--- config.mk ---
export PLATFORM = sky130hd
export DESIGN_NAME = branch_ctrl_flat
export DESIGN_NICKNAME = d
export VERILOG_FILES = /design/src/rtl/branch_ctrl_pkg.sv /design/src/rtl/branch_ctrl_if.sv /design/src/rtl/branch_ctrl_hazard_unit.sv /design/src/rtl/branch_ctrl.sv /design/src/flat_wrapper.sv
export SDC_FILE = /design/constraint.sdc
export NUM_CORES = 1
export LEC_CHECK = 0
export CORE_UTILIZATION = 27
export DETAILED_ROUTE_END_ITERATION = 10
export SKIP_LAST_GASP = 1
export SLEW_MARGIN = 20
export SYNTH_ARGS = -nofsm -noshare
export SYNTH_HDL_FRONTEND = slang
export SYNTH_SLANG_ARGS = --single-unit
--- constraint.sdc ---
create_clock -name clk -period 4.5 [get_ports clk]
set_input_delay 0.9 -clock clk [delete_from_list [all_inputs] [get_ports clk]]
set_output_delay 0.9 -clock clk [all_outputs]
set_load 0.03 [all_outputs]
--- src/rtl/branch_ctrl_pkg.sv ---
// Shared types and constants for the decode-stage branch controller.
// Forwarding sources, branch-op encodings, FSM states and the target adder.
package branch_ctrl_pkg;

    localparam logic [1:0] FWD_RF = 2'd0;
    localparam logic [1:0] FWD_M  = 2'd1;
    localparam logic [1:0] FWD_W  = 2'd2;

    typedef enum logic {
        BR_BEQ = 1'b0,
        BR_BNE = 1'b1
    } br_op_e;

    typedef enum logic {
        S_IDLE  = 1'b0,
        S_STALL = 1'b1
    } state_e;

    // Offset is a word count: sign-extend, scale by 4, wrap at 32 bits.
    function automatic logic [31:0] br_target_calc(
        input logic [31:0] pc,
        input logic [15:0] imm
    );
        return pc + 32'd4 + {{14{imm[15]}}, imm, 2'b00};
    endfunction

endpackage

--- src/rtl/branch_ctrl_if.sv ---
// Decode-side bundle between the pipeline and the branch controller.
// master is the pipeline side, slave is the controller.
interface branch_ctrl_if #(
    parameter int CNT_W = 16
);

    logic             D_is_br;
    logic             D_br_op;
    logic [4:0]       D_rs;
    logic [4:0]       D_rt;
    logic [31:0]      D_pc;
    logic [15:0]      D_imm16;
    logic             E_we;
    logic             M_we;
    logic             W_we;
    logic [4:0]       E_wa;
    logic [4:0]       M_wa;
    logic [4:0]       W_wa;
    logic             M_is_load;
    logic             cmp_eq;
    logic             stall;
    logic [1:0]       fwd_rs;
    logic [1:0]       fwd_rt;
    logic             br_taken;
    logic             npc_sel;
    logic [31:0]      br_target;
    logic [CNT_W-1:0] n_br;
    logic [CNT_W-1:0] n_taken;
    logic [CNT_W-1:0] n_stall;
    logic             err;

    modport master (
        output D_is_br, D_br_op, D_rs, D_rt, D_pc, D_imm16,
        output E_we, M_we, W_we, E_wa, M_wa, W_wa,
        output M_is_load, cmp_eq,
        input  stall, fwd_rs, fwd_rt, br_taken, npc_sel,
        input  br_target, n_br, n_taken, n_stall, err
    );

    modport slave (
        input  D_is_br, D_br_op, D_rs, D_rt, D_pc, D_imm16,
        input  E_we, M_we, W_we, E_wa, M_wa, W_wa,
        input  M_is_load, cmp_eq,
        output stall, fwd_rs, fwd_rt, br_taken, npc_sel,
        output br_target, n_br, n_taken, n_stall, err
    );

endinterface

--- src/rtl/branch_ctrl_hazard_unit.sv ---
// Per-source hazard check for one branch operand.
// E result never reaches decode; an M load is not ready either.
module hazard_unit
    import branch_ctrl_pkg::*;
(
    input  logic       en,
    input  logic [4:0] src,
    input  logic       e_we,
    input  logic [4:0] e_wa,
    input  logic       m_we,
    input  logic [4:0] m_wa,
    input  logic       m_is_load,
    input  logic       w_we,
    input  logic [4:0] w_wa,
    output logic       stall,
    output logic [1:0] fwd
);

    always_comb begin
        stall = 1'b0;
        fwd   = FWD_RF;
        if (en && src != 5'd0) begin
            if (e_we && e_wa == src) begin
                stall = 1'b1;
            end else if (m_we && m_wa == src) begin
                if (m_is_load) stall = 1'b1;
                else           fwd   = FWD_M;
            end else if (w_we && w_wa == src) begin
                fwd = FWD_W;
            end
        end
    end

endmodule

--- src/rtl/branch_ctrl.sv ---
// Decode-stage branch resolution: hazard stall, forwarding selects,
// taken decision, target, saturating statistics and stall-timeout flag.
module branch_ctrl
    import branch_ctrl_pkg::*;
#(
    parameter int CNT_W     = 16,
    parameter int MAX_STALL = 2
) (
    input  logic          clk,
    input  logic          reset,
    branch_ctrl_if.slave  bus
);

    localparam int SW = ($clog2(MAX_STALL + 2) < 2) ? 2 : $clog2(MAX_STALL + 2);
    localparam logic [SW-1:0] SCNT_LIM = SW'(MAX_STALL);
    localparam logic [SW-1:0] SCNT_TOP = SW'(MAX_STALL + 1);

    logic             st_rs;
    logic             st_rt;
    logic             hz;
    logic             stall;
    logic             resolve;
    logic             taken;
    state_e           state;
    state_e           state_nx;
    logic [SW-1:0]    scnt;
    logic             err;
    logic [CNT_W-1:0] n_br;
    logic [CNT_W-1:0] n_taken;
    logic [CNT_W-1:0] n_stall;

    hazard_unit u_hz_rs (
        .en        (bus.D_is_br),
        .src       (bus.D_rs),
        .e_we      (bus.E_we),
        .e_wa      (bus.E_wa),
        .m_we      (bus.M_we),
        .m_wa      (bus.M_wa),
        .m_is_load (bus.M_is_load),
        .w_we      (bus.W_we),
        .w_wa      (bus.W_wa),
        .stall     (st_rs),
        .fwd       (bus.fwd_rs)
    );

    hazard_unit u_hz_rt (
        .en        (bus.D_is_br),
        .src       (bus.D_rt),
        .e_we      (bus.E_we),
        .e_wa      (bus.E_wa),
        .m_we      (bus.M_we),
        .m_wa      (bus.M_wa),
        .m_is_load (bus.M_is_load),
        .w_we      (bus.W_we),
        .w_wa      (bus.W_wa),
        .stall     (st_rt),
        .fwd       (bus.fwd_rt)
    );

    assign hz      = st_rs | st_rt;
    assign stall   = hz & ~reset;
    assign resolve = bus.D_is_br & ~hz & ~reset;
    assign taken   = resolve &
                     ((bus.D_br_op == BR_BNE) ? ~bus.cmp_eq : bus.cmp_eq);

    assign bus.stall     = stall;
    assign bus.br_taken  = taken;
    assign bus.npc_sel   = taken;
    assign bus.br_target = br_target_calc(bus.D_pc, bus.D_imm16);
    assign bus.n_br      = n_br;
    assign bus.n_taken   = n_taken;
    assign bus.n_stall   = n_stall;
    assign bus.err       = err;

    always_comb begin
        state_nx = state;
        unique case (state)
            S_IDLE:  if (stall)  state_nx = S_STALL;
            S_STALL: if (!stall) state_nx = S_IDLE;
            default: state_nx = S_IDLE;
        endcase
    end

    // scnt counts consecutive stalled cycles of the branch held in decode.
    always_ff @(posedge clk or posedge reset) begin
        if (reset) begin
            state <= S_IDLE;
            scnt  <= '0;
            err   <= 1'b0;
        end else begin
            state <= state_nx;
            if (state_nx == S_IDLE) begin
                scnt <= '0;
            end else begin
                if (scnt != SCNT_TOP) scnt <= scnt + SW'(1);
                if (scnt >= SCNT_LIM) err  <= 1'b1;
            end
        end
    end

    always_ff @(posedge clk or posedge reset) begin
        if (reset) begin
            n_br    <= '0;
            n_taken <= '0;
            n_stall <= '0;
        end else begin
            if (resolve && n_br != '1)    n_br    <= n_br + CNT_W'(1);
            if (taken && n_taken != '1)   n_taken <= n_taken + CNT_W'(1);
            if (stall && n_stall != '1)   n_stall <= n_stall + CNT_W'(1);
        end
    end

endmodule

--- src/flat_wrapper.sv ---
// flat-port wrapper written by rule: the top's interface ports become plain ports
module branch_ctrl_flat import branch_ctrl_pkg::*;
#(
    parameter int CNT_W     = 16,
    parameter int MAX_STALL = 2
)
  (clk, reset, bus_D_is_br, bus_D_br_op, bus_D_rs, bus_D_rt, bus_D_pc, bus_D_imm16, bus_E_we, bus_M_we, bus_W_we, bus_E_wa, bus_M_wa, bus_W_wa, bus_M_is_load, bus_cmp_eq, bus_stall, bus_fwd_rs, bus_fwd_rt, bus_br_taken, bus_npc_sel, bus_br_target, bus_n_br, bus_n_taken, bus_n_stall, bus_err);
  branch_ctrl_if #(.CNT_W(CNT_W)) bus_i ();
  input  logic clk;
  input  logic reset;
  input wire logic [$bits(bus_i.D_is_br)-1:0] bus_D_is_br;
  input wire logic [$bits(bus_i.D_br_op)-1:0] bus_D_br_op;
  input wire logic [$bits(bus_i.D_rs)-1:0] bus_D_rs;
  input wire logic [$bits(bus_i.D_rt)-1:0] bus_D_rt;
  input wire logic [$bits(bus_i.D_pc)-1:0] bus_D_pc;
  input wire logic [$bits(bus_i.D_imm16)-1:0] bus_D_imm16;
  input wire logic [$bits(bus_i.E_we)-1:0] bus_E_we;
  input wire logic [$bits(bus_i.M_we)-1:0] bus_M_we;
  input wire logic [$bits(bus_i.W_we)-1:0] bus_W_we;
  input wire logic [$bits(bus_i.E_wa)-1:0] bus_E_wa;
  input wire logic [$bits(bus_i.M_wa)-1:0] bus_M_wa;
  input wire logic [$bits(bus_i.W_wa)-1:0] bus_W_wa;
  input wire logic [$bits(bus_i.M_is_load)-1:0] bus_M_is_load;
  input wire logic [$bits(bus_i.cmp_eq)-1:0] bus_cmp_eq;
  output wire logic [$bits(bus_i.stall)-1:0] bus_stall;
  output wire logic [$bits(bus_i.fwd_rs)-1:0] bus_fwd_rs;
  output wire logic [$bits(bus_i.fwd_rt)-1:0] bus_fwd_rt;
  output wire logic [$bits(bus_i.br_taken)-1:0] bus_br_taken;
  output wire logic [$bits(bus_i.npc_sel)-1:0] bus_npc_sel;
  output wire logic [$bits(bus_i.br_target)-1:0] bus_br_target;
  output wire logic [$bits(bus_i.n_br)-1:0] bus_n_br;
  output wire logic [$bits(bus_i.n_taken)-1:0] bus_n_taken;
  output wire logic [$bits(bus_i.n_stall)-1:0] bus_n_stall;
  output wire logic [$bits(bus_i.err)-1:0] bus_err;
  assign bus_i.D_is_br = bus_D_is_br;
  assign bus_i.D_br_op = bus_D_br_op;
  assign bus_i.D_rs = bus_D_rs;
  assign bus_i.D_rt = bus_D_rt;
  assign bus_i.D_pc = bus_D_pc;
  assign bus_i.D_imm16 = bus_D_imm16;
  assign bus_i.E_we = bus_E_we;
  assign bus_i.M_we = bus_M_we;
  assign bus_i.W_we = bus_W_we;
  assign bus_i.E_wa = bus_E_wa;
  assign bus_i.M_wa = bus_M_wa;
  assign bus_i.W_wa = bus_W_wa;
  assign bus_i.M_is_load = bus_M_is_load;
  assign bus_i.cmp_eq = bus_cmp_eq;
  assign bus_stall = bus_i.stall;
  assign bus_fwd_rs = bus_i.fwd_rs;
  assign bus_fwd_rt = bus_i.fwd_rt;
  assign bus_br_taken = bus_i.br_taken;
  assign bus_npc_sel = bus_i.npc_sel;
  assign bus_br_target = bus_i.br_target;
  assign bus_n_br = bus_i.n_br;
  assign bus_n_taken = bus_i.n_taken;
  assign bus_n_stall = bus_i.n_stall;
  assign bus_err = bus_i.err;
  branch_ctrl #(.CNT_W(CNT_W), .MAX_STALL(MAX_STALL)) u_core (.clk(clk), .reset(reset), .bus(bus_i));
endmodule
==> Word-level counts from Yosys, hierarchy flattened <==
Cells that the tools add are included.
{ "totals": {"ff_bits": 51} }
{ "op_classes": {"n_addsub": 6, "n_lt_le_gt_ge": 1, "eq_ne": 11, "n_mux": 20, "bitwise": 8, "n_reduce_logical": 14} }
{ "op_table": {"columns": ["cell", "count"], "rows": [
  ["$add A16 B1 Y16 const B", 3],
  ["$ne A16 B16 Y1 const B", 3],
  ["$add A32 B3 Y32 const B", 1],
  ["$add A32 B32 Y32", 1],
  ["$eq A5 B5 Y1", 6],
  ["$mux W2", 10],
  ["$logic_and A1 B1 Y1", 11],
  ["$mux W1", 10],
  ["$reduce_bool A5 Y1", 2],
  ["$and A1 B1 Y1", 4],
  ["$ne A2 B2 Y1 const B", 2],
  ["$not A1 Y1", 3],
  ["$add A2 B1 Y2 const B", 1],
  ["$ge A2 B2 Y1 const B", 1],
  ["$reduce_and A2 Y1", 1],
  ["$or A1 B1 Y1", 1]
]} }

==> Logic depth before layout (Yosys ltp) <==
Gate-level depths: netlist of run 1.
{ "depth": {"depth_word": 11, "ltp_mapped": 13} }

==> Hierarchy <==
A second synthesis of run 1 with hierarchy kept.
{ "unflattened": {"hier_cells": 542, "hier_area_um2": 4859.7} }
{ "by_module_without_submodules": {"columns": ["mod", "n_inst", "cells_per_inst", "area_per_inst_um2"], "rows": [
  ["branch_ctrl", 1, 482, 4389.2],
  ["hazard_unit", 2, 30, 235.2]
]} }

==> Worst setup path before layout of run 1 <==
No wires, ideal clock.
{ "synth_path": {"kind": "input -> output", "from": "input bus_D_imm16[15]", "to": "output bus_br_target[30]", "arrival_time_ns": 3.747, "required_ns": 3.600, "setup_slack_ns": -0.147, "cell_stages": 9, "n_path_buf": 0, "cell_sequence": "ha_1 ha_1 a21o_1 a21o_1 a21oi_1 nor2b_1 a311oi_1 a21oi_1 o311ai_0"} }
{ "synth_via": {"elab_chain_cells": 1} }
{ "synth_lines": {"columns": ["element", "line_no", "source"], "rows": [
  ["start, declared", "flat_wrapper.sv:16", "input wire logic [$bits(bus_i.D_imm16)-1:0] bus_D_imm16;"],
  ["$add A32 B32 Y32", "branch_ctrl_pkg.sv:24", "return pc + 32'd4 + {{14{imm[15]}}, imm, 2'b00};"],
  ["end, declared", "flat_wrapper.sv:30", "output wire logic [$bits(bus_i.br_target)-1:0] bus_br_target;"]
]} }
No other way between the ends.

==> Worst setup path after layout of run 1 <==
{ "layout_path": {"from": "input bus_D_imm16[2]", "to": "output bus_br_target[24]"} }
The elaborated chain is that of the path after synthesis.

==> results of run 1 <==
per-layer routing:
| metal | vias to the layer above | track usage | wire, um |
|---|---|---|---|
| li1 | 2385 | - | - |
| met1 | 2210 | 0.177 | 5990 |
| met2 | 124 | 0.247 | 6590 |
| met3 | 14 | 0.0333 | 895 |
| met4 | 0 | 0.0342 | 204 |
| met5 | - | 0 | 0 |
cell families after synthesis:
logic type	share of synthesized area
buffers and inverters	0.0303
adder cells (fa/ha/maj)	0.162
AO/OA/AOI/OAI	0.112
AND/OR/NAND/NOR	0.242
flip-flops	0.260
XOR/XNOR	0.176
multiplexers	0.0178
per-stage QoR:
stage | instances | setup TNS (ns) | hold slack (ns)
3_5_place_dp | 960 | -0.398 | 0.451
4_1_cts | 968 | 0 | 0.473
6_report | 969 | 0 | 0.465
2_1_floorplan | 545 | 0 | 0.525
3_3_place_gp | 960 | -0.271 | 0.452
5_1_grt | 969 | -0.142 | 0.508
cells in the mapped netlist, drive strengths merged (3+ instances only):
cell     instances  area, sq um
ha              62          776
xor2            54          473
dfrtp           51         1280
xnor2           45          394
nand2           40          150
nand3           29          145
a21oi           27          139
nor2            25         93.8
and3            22          138
inv             21         78.8
nand4           21          146
nor3            16         85.1
nor4            15          128
o21ai           13         68.8
a21o             9         67.6
buf              7         47.5
nand2b           7         43.8
and2             6         37.5
and4             6         52.6
clkbuf           6         22.5
mux2             6         67.6
nor2b            4         25.0
nor4b            4         35.0
o211ai           4         30.0
a31oi            3         18.8
nor3b            3         22.5
o2111ai          3         26.3
o21a             3         22.5
o21bai           3         45.1
or2              3         18.8
or3              3         18.8
final cells by class:
cell class	count	area, sq um	share of cell area
clock buffer	5	125	0.0169
clock inverter	3	28.8	0.00388
inverter	21	80.1	0.0108
multi-input combinational	460	3720	0.502
sequential	51	1280	0.172
tap	225	282	0.0380
timing repair buffer	204	1900	0.256
worst reg2reg max path, delay by kind of cell, from the launching register on:
family        cells  cell delay [ns]
flops             1             0.45
mux               1             0.35
simple gates      5             1.64
cell usage in the layout (no fill, tap or decap), drive strengths merged, types with 4 or more instances in the layout:
master,Yosys,routed
clkdlybuf4s50,0,136
buf,7,63
ha,62,62
xor2,54,54
dfrtp,51,51
xnor2,45,45
nand2,40,40
nand3,29,29
a21oi,27,27
nor2,25,25
and3,22,22
nand4,21,21
inv,21,21
nor3,16,16
nor4,15,15
o21ai,13,13
a21o,9,9
nand2b,7,7
mux2,6,6
and2,6,6
and4,6,6
clkbuf,6,5
dlymetal6s2s,0,5
o211ai,4,4
nor4b,4,4
nor2b,4,4
timing repair:
item,in CTS,in global routing
gates cloned,0,0
setup buffers,0,1
pin swaps,3,19
gates resized for setup,8,42
hold buffers,0,0
setup endpoints to repair,7,13
power by group:
group          leakage (uW)  switching [uW]  internal, uW
clock network     0.0000759             178           212
logic               0.00254             676           552
registers          0.000681            82.6           520
total               0.00329             937          1280
flip-flops by register name, indices dropped and copies added, names as in the netlist:
register	count
u_core.scnt	2
u_core.bus.n_br	16
u_core.bus.n_taken	16
u_core.bus.n_stall	16
u_core.bus.err	1
path summary, 6_finish.rpt:
path	startpoint	endpoint	slack, ns
worst max-delay path	bus_D_imm16[2]	bus_br_target[24]	0.12
worst min-delay path	u_core.bus.err	u_core.bus.err	0.46
worst max register to register	u_core.bus.n_stall[2]	u_core.bus.n_stall[1]	1.94
worst min register to register	u_core.bus.err	u_core.bus.err	0.46
max in group asynchronous	reset	u_core.bus.n_br[3]	2.81
min in group asynchronous	reset	u_core.bus.n_taken[13]	1.18
==> impl_metrics.tcl, run 1 <==
set metrics [dict create \
    outcome "finished clean" \
    drt_iter0_drc 117 \
    port_buffers 165 \
    synth-edff-count 0 \
    final_util 0.423 \
    firstDrtPassIters 4 \
    clock_skew_ns 0.00575 \
    clkLatencyLatePin_ns 0.29 \
    finalWeightedCongestion 0.829 \
    path_delay_family "compound AO/OA/AOI/OAI gates" \
    drtAntennaViolNets 0 \
    antennaDiodeCount 0 \
    pin_count 170 \
    hold_depth 1 \
    die_w_um 137 \
    syn_inst 545 \
    syn_area_per_cell_sq_um 9.02 \
    clk_pin_slew_ns 0.07 \
    final.min_clock_period_ns 4.38 \
    viasPerCell 4.88 \
    dieArea_sq_mm 0.0187 \
    setup_ws_ns 0.121 \
    crit_buf_inv 2 \
    rr_worst_depth 6 \
    grt_overflow 0 \
    drive_gt1_frac 0.172 \
    crit_fanout 3 \
    critPathLaunchType "input pin" \
    cts_sinks 51 \
    start_util 0.280 \
    synthDistinctLibCells 61 \
    post-place-ws_ns -0.0708 \
    grt_pass1_wl_um 21500 \
    min_path_type "reg -> reg" \
    crit_slowest_cell "clkdlybuf4s50_1" \
    dr_total_vias 4733 \
    drt-total-wl_um 13700 \
    dieHeight_um 137 \
    yosysWarnings 0 \
    cts_made_buffers 5 \
    yosysSeqAreaShare 0.260 \
    slew_viol_final 0 \
    ctsHtreeMaxLevel 2 \
    grt_max_degree 52 \
    max_cap_violations 0 \
    dp_hpwl_um 10800 \
    max-slew-margin-rel 0.411 \
    required_ns 3.60 \
    crit_cells 11 \
    total_power_uw 2220 \
    power_density_mw_per_mm2 300 \
    path_cells "clkdlybuf4s50_1, ha_1, ha_1, a21oi_2, o211ai_1, o211ai_1, nand2_2, a221o_1, a21oi_1, xnor2_1, buf_4" \
    syn_area_sq_mm 0.00491 \
    drc 0 \
    cts_tree "yes" \
    num_rows 48 \
    finalSetupViolCount 0 \
    synth_ff_type "dfrtp_1" \
    first_global_vias 4511 \
    fin_crit_sh 0.973 \
    leakage_uw 0.00329 \
    max_stage_delay_ns 0.40 \
    crit_arrival_ns 3.48 \
    nets 888 \
    placed_cell_area_sq_mm 0.00700 \
    end_kind "primary output" \
    syn-num-nets 690 \
    area_growth_syn_to_layout_pct 50.9 \
    hold_viol 0 \
    wl_per_cell_um 14.1 \
    grt_use_total 0.143 \
    ir_drop_mv 0.278 \
    synthArstFlopShare 1.00 \
    cts_root_buf "clkbuf_16" \
    final_area_sq_mm 0.00741 \
    rsz0062_at_grt "true" \
    max_freq_mhz 228 \
    clk_path_buf_depth 2 \
    worstMarginPinSlew_ns 0.882 \
    antenna_found_initial 0 \
    fillerInstances 1740 \
    synth_seq_cells 51 \
    placeableCoreArea_sq_mm 0.0175 \
    critPathKind "in -> out" \
]
No activity file was read; power rests on OpenSTA's default activity.
==> run 2, diff against run 1 <==
--- a/config.mk
+++ b/config.mk
@@ -5,8 +5,11 @@
 export SDC_FILE = /design/constraint.sdc
 export NUM_CORES = 1
 export LEC_CHECK = 0
-export CORE_UTILIZATION = 27
+export CORE_MARGIN = 10
+export CORE_UTILIZATION = 47
 export DETAILED_ROUTE_END_ITERATION = 10
+export GPL_TIMING_DRIVEN = 0
+export PLACE_DENSITY = 0.83
 export SKIP_LAST_GASP = 1
 export SLEW_MARGIN = 20
 export SYNTH_ARGS = -nofsm -noshare
==> run 2 against run 1 <==
Against the previous run: highest routed layer unchanged; largest cell class unchanged; critical endpoint is now bus_br_target[21]; first-iteration DRC count grew to 2.7 times the previous value; power shrank 7.7%; core utilization grew 27 points; combinational power shrank 3%; final cell count shrank 11%; largest power group unchanged; the flow now finishes with violations (negative setup slack).
==> impl_metrics.tcl, run 2 (same netlist as run 1, synthesis figures left out) <==
set metrics [dict create \
    max-slew-margin-rel 0.572 \
    tns_ns -0.0149 \
    ir_drop_mv 0.320 \
    largestRegisters "u_core.bus.n_br x16, u_core.bus.n_stall x16, u_core.bus.n_taken x16" \
    port_buffers 167 \
    viasPerCell 5.56 \
    area_growth_syn_to_layout_pct 44.2 \
    fin_crit_sh 1.00 \
    crit_top_cell "buf_4" \
    min_path_type "reg -> reg" \
    crit_fanout 3 \
    cts_root_buf "clkbuf_8" \
    dieArea_sq_mm 0.0149 \
    clk_pin_slew_ns 0.09 \
    dr_total_vias 4797 \
    drtAntennaViolNets 0 \
    antenna_found_initial 2 \
    clk_path_buf_depth 2 \
    fin_hold_ws_ns 0.501 \
    cts_sinks 51 \
    setup_ws_ns -0.0149 \
    total_power_uw 2050 \
    mostFrequentLayoutCells "137 x clkdlybuf4s50_1, 54 x xor2_1, 51 x dfrtp_1" \
    drt-total-wl_um 14800 \
    critPathLaunchType "input pin" \
    num_rows 37 \
    start_util 0.478 \
    placed_cell_area_sq_mm 0.00678 \
    final_common_cell "clkdlybuf4s50_1" \
    multiInputGateArea_sq_mm 0.00374 \
    clkLatencyLatePin_ns 0.30 \
    slew_viol_final 0 \
    max_stage_delay_ns 0.46 \
    ctsHtreeMaxLevel 2 \
    grt_max_degree 36 \
    cts_hold_repair.buffers 0 \
    fillerInstances 793 \
    path_delay_family "buffers and inverters" \
    dieHeight_um 122 \
    path_cells "clkdlybuf4s50_1, ha_4, inv_2, fa_2, nor2b_4, o2111ai_2, nand4b_1, buf_4, a31oi_4, o31ai_2, a21oi_1, xnor2_1, buf_4" \
    cts_tree "yes" \
    grt_pass1_wl_um 24000 \
    leakage_uw 0.00314 \
    critPathKind "in -> out" \
    dp_hpwl_um 12000 \
    placeableCoreArea_sq_mm 0.0103 \
    clock_skew_ns 0.00876 \
    hold_viol 0 \
    worstMarginPinSlew_ns 0.639 \
    post-place-ws_ns -1.25 \
    rsz0062_at_grt "true" \
    final.min_clock_period_ns 4.51 \
    grt_overflow 0 \
    firstDrtPassIters 5 \
    final_area_sq_mm 0.00709 \
    crit_arrival_ns 3.61 \
    max_freq_mhz 221 \
    pin_count 170 \
    max_cap_violations 0 \
    end_kind "primary output" \
    required_ns 3.60 \
    violations "negative setup slack" \
    drive_gt1_frac 0.137 \
    grt_use_total 0.192 \
    crit_slowest_cell "clkdlybuf4s50_1" \
    first_global_vias 4920 \
    drc 0 \
    finalWeightedCongestion 0.879 \
    register_area_sq_mm 0.00128 \
    outcome "complete, but fails checks" \
    cts_made_buffers 5 \
    crit_buf_inv 4 \
    power_density_mw_per_mm2 289 \
    nets 868 \
    wl_per_cell_um 17.2 \
    die_w_um 122 \
    finalSetupViolCount 1 \
    drt_iter0_drc 320 \
]
[run 2: layout make-up]
class,count,share of cell area
plain buffers,10,0.00830
multi-input cells,460,0.528
diodes,2,0.000706
repair buffers,174,0.235
clock buffers,5,0.00971
clock inverters,3,0.00283
inverters,21,0.0111
flip-flops and latches,51,0.180
well taps,136,0.0240
[run 2: repair_timing]
| item | CTS | global route |
|---|---|---|
| buffers inserted | 4 | 2 |
| setup endpoints to repair | 23 | 21 |
| pin swaps | 12 | 10 |
| gates resized for setup | 97 | 49 |
[run 2: power breakdown]
| part | switching, uW | internal [uW] |
|---|---|---|
| clock | 152 | 108 |
| sequential | 81.8 | 519 |
| combinational | 677 | 512 |
| total | 911 | 1140 |
[run 2: routing by layer]
| metal | vias up | track usage | share of wire |
|---|---|---|---|
| met2 | 161 | 0.334 | 0.50 |
| met1 | 2278 | 0.223 | 0.41 |
| met5 | - | 0 | 0 |
| met4 | 0 | 0.0427 | 0.014 |
| met3 | 16 | 0.0634 | 0.084 |
| li1 | 2342 | - | - |
[run 2: worst paths after layout]
check	start	end	cells past startpoint	slack, ns
max reg2reg	u_core.bus.n_br[4]	u_core.bus.n_br[1]	7	2.13
max	bus_D_pc[4]	bus_br_target[21]	13	-0.01
min reg2reg	u_core.bus.err	u_core.bus.err	1	0.50
max in group asynchronous	reset	u_core.bus.n_br[3]	3	2.99
min	u_core.bus.err	u_core.bus.err	1	0.50
min in group asynchronous	reset	u_core.bus.n_taken[1]	2	1.00
[run 2: through the flow]
stage,std cells,utilization
after floorplan,545,-
after global placement,848,0.657
after detailed placement,849,0.659
after CTS,858,0.674
after global routing,862,0.689
final,862,0.689
==> run 3, diff against run 2 <==
--- a/config.mk
+++ b/config.mk
@@ -7,6 +7,7 @@
 export LEC_CHECK = 0
 export CORE_MARGIN = 10
 export CORE_UTILIZATION = 47
+export CTS_CLUSTER_SIZE = 30
 export DETAILED_ROUTE_END_ITERATION = 10
 export GPL_TIMING_DRIVEN = 0
 export PLACE_DENSITY = 0.83
==> results of run 3 <==
No change in the layout: final DEF, timing and power equal those of run 2.
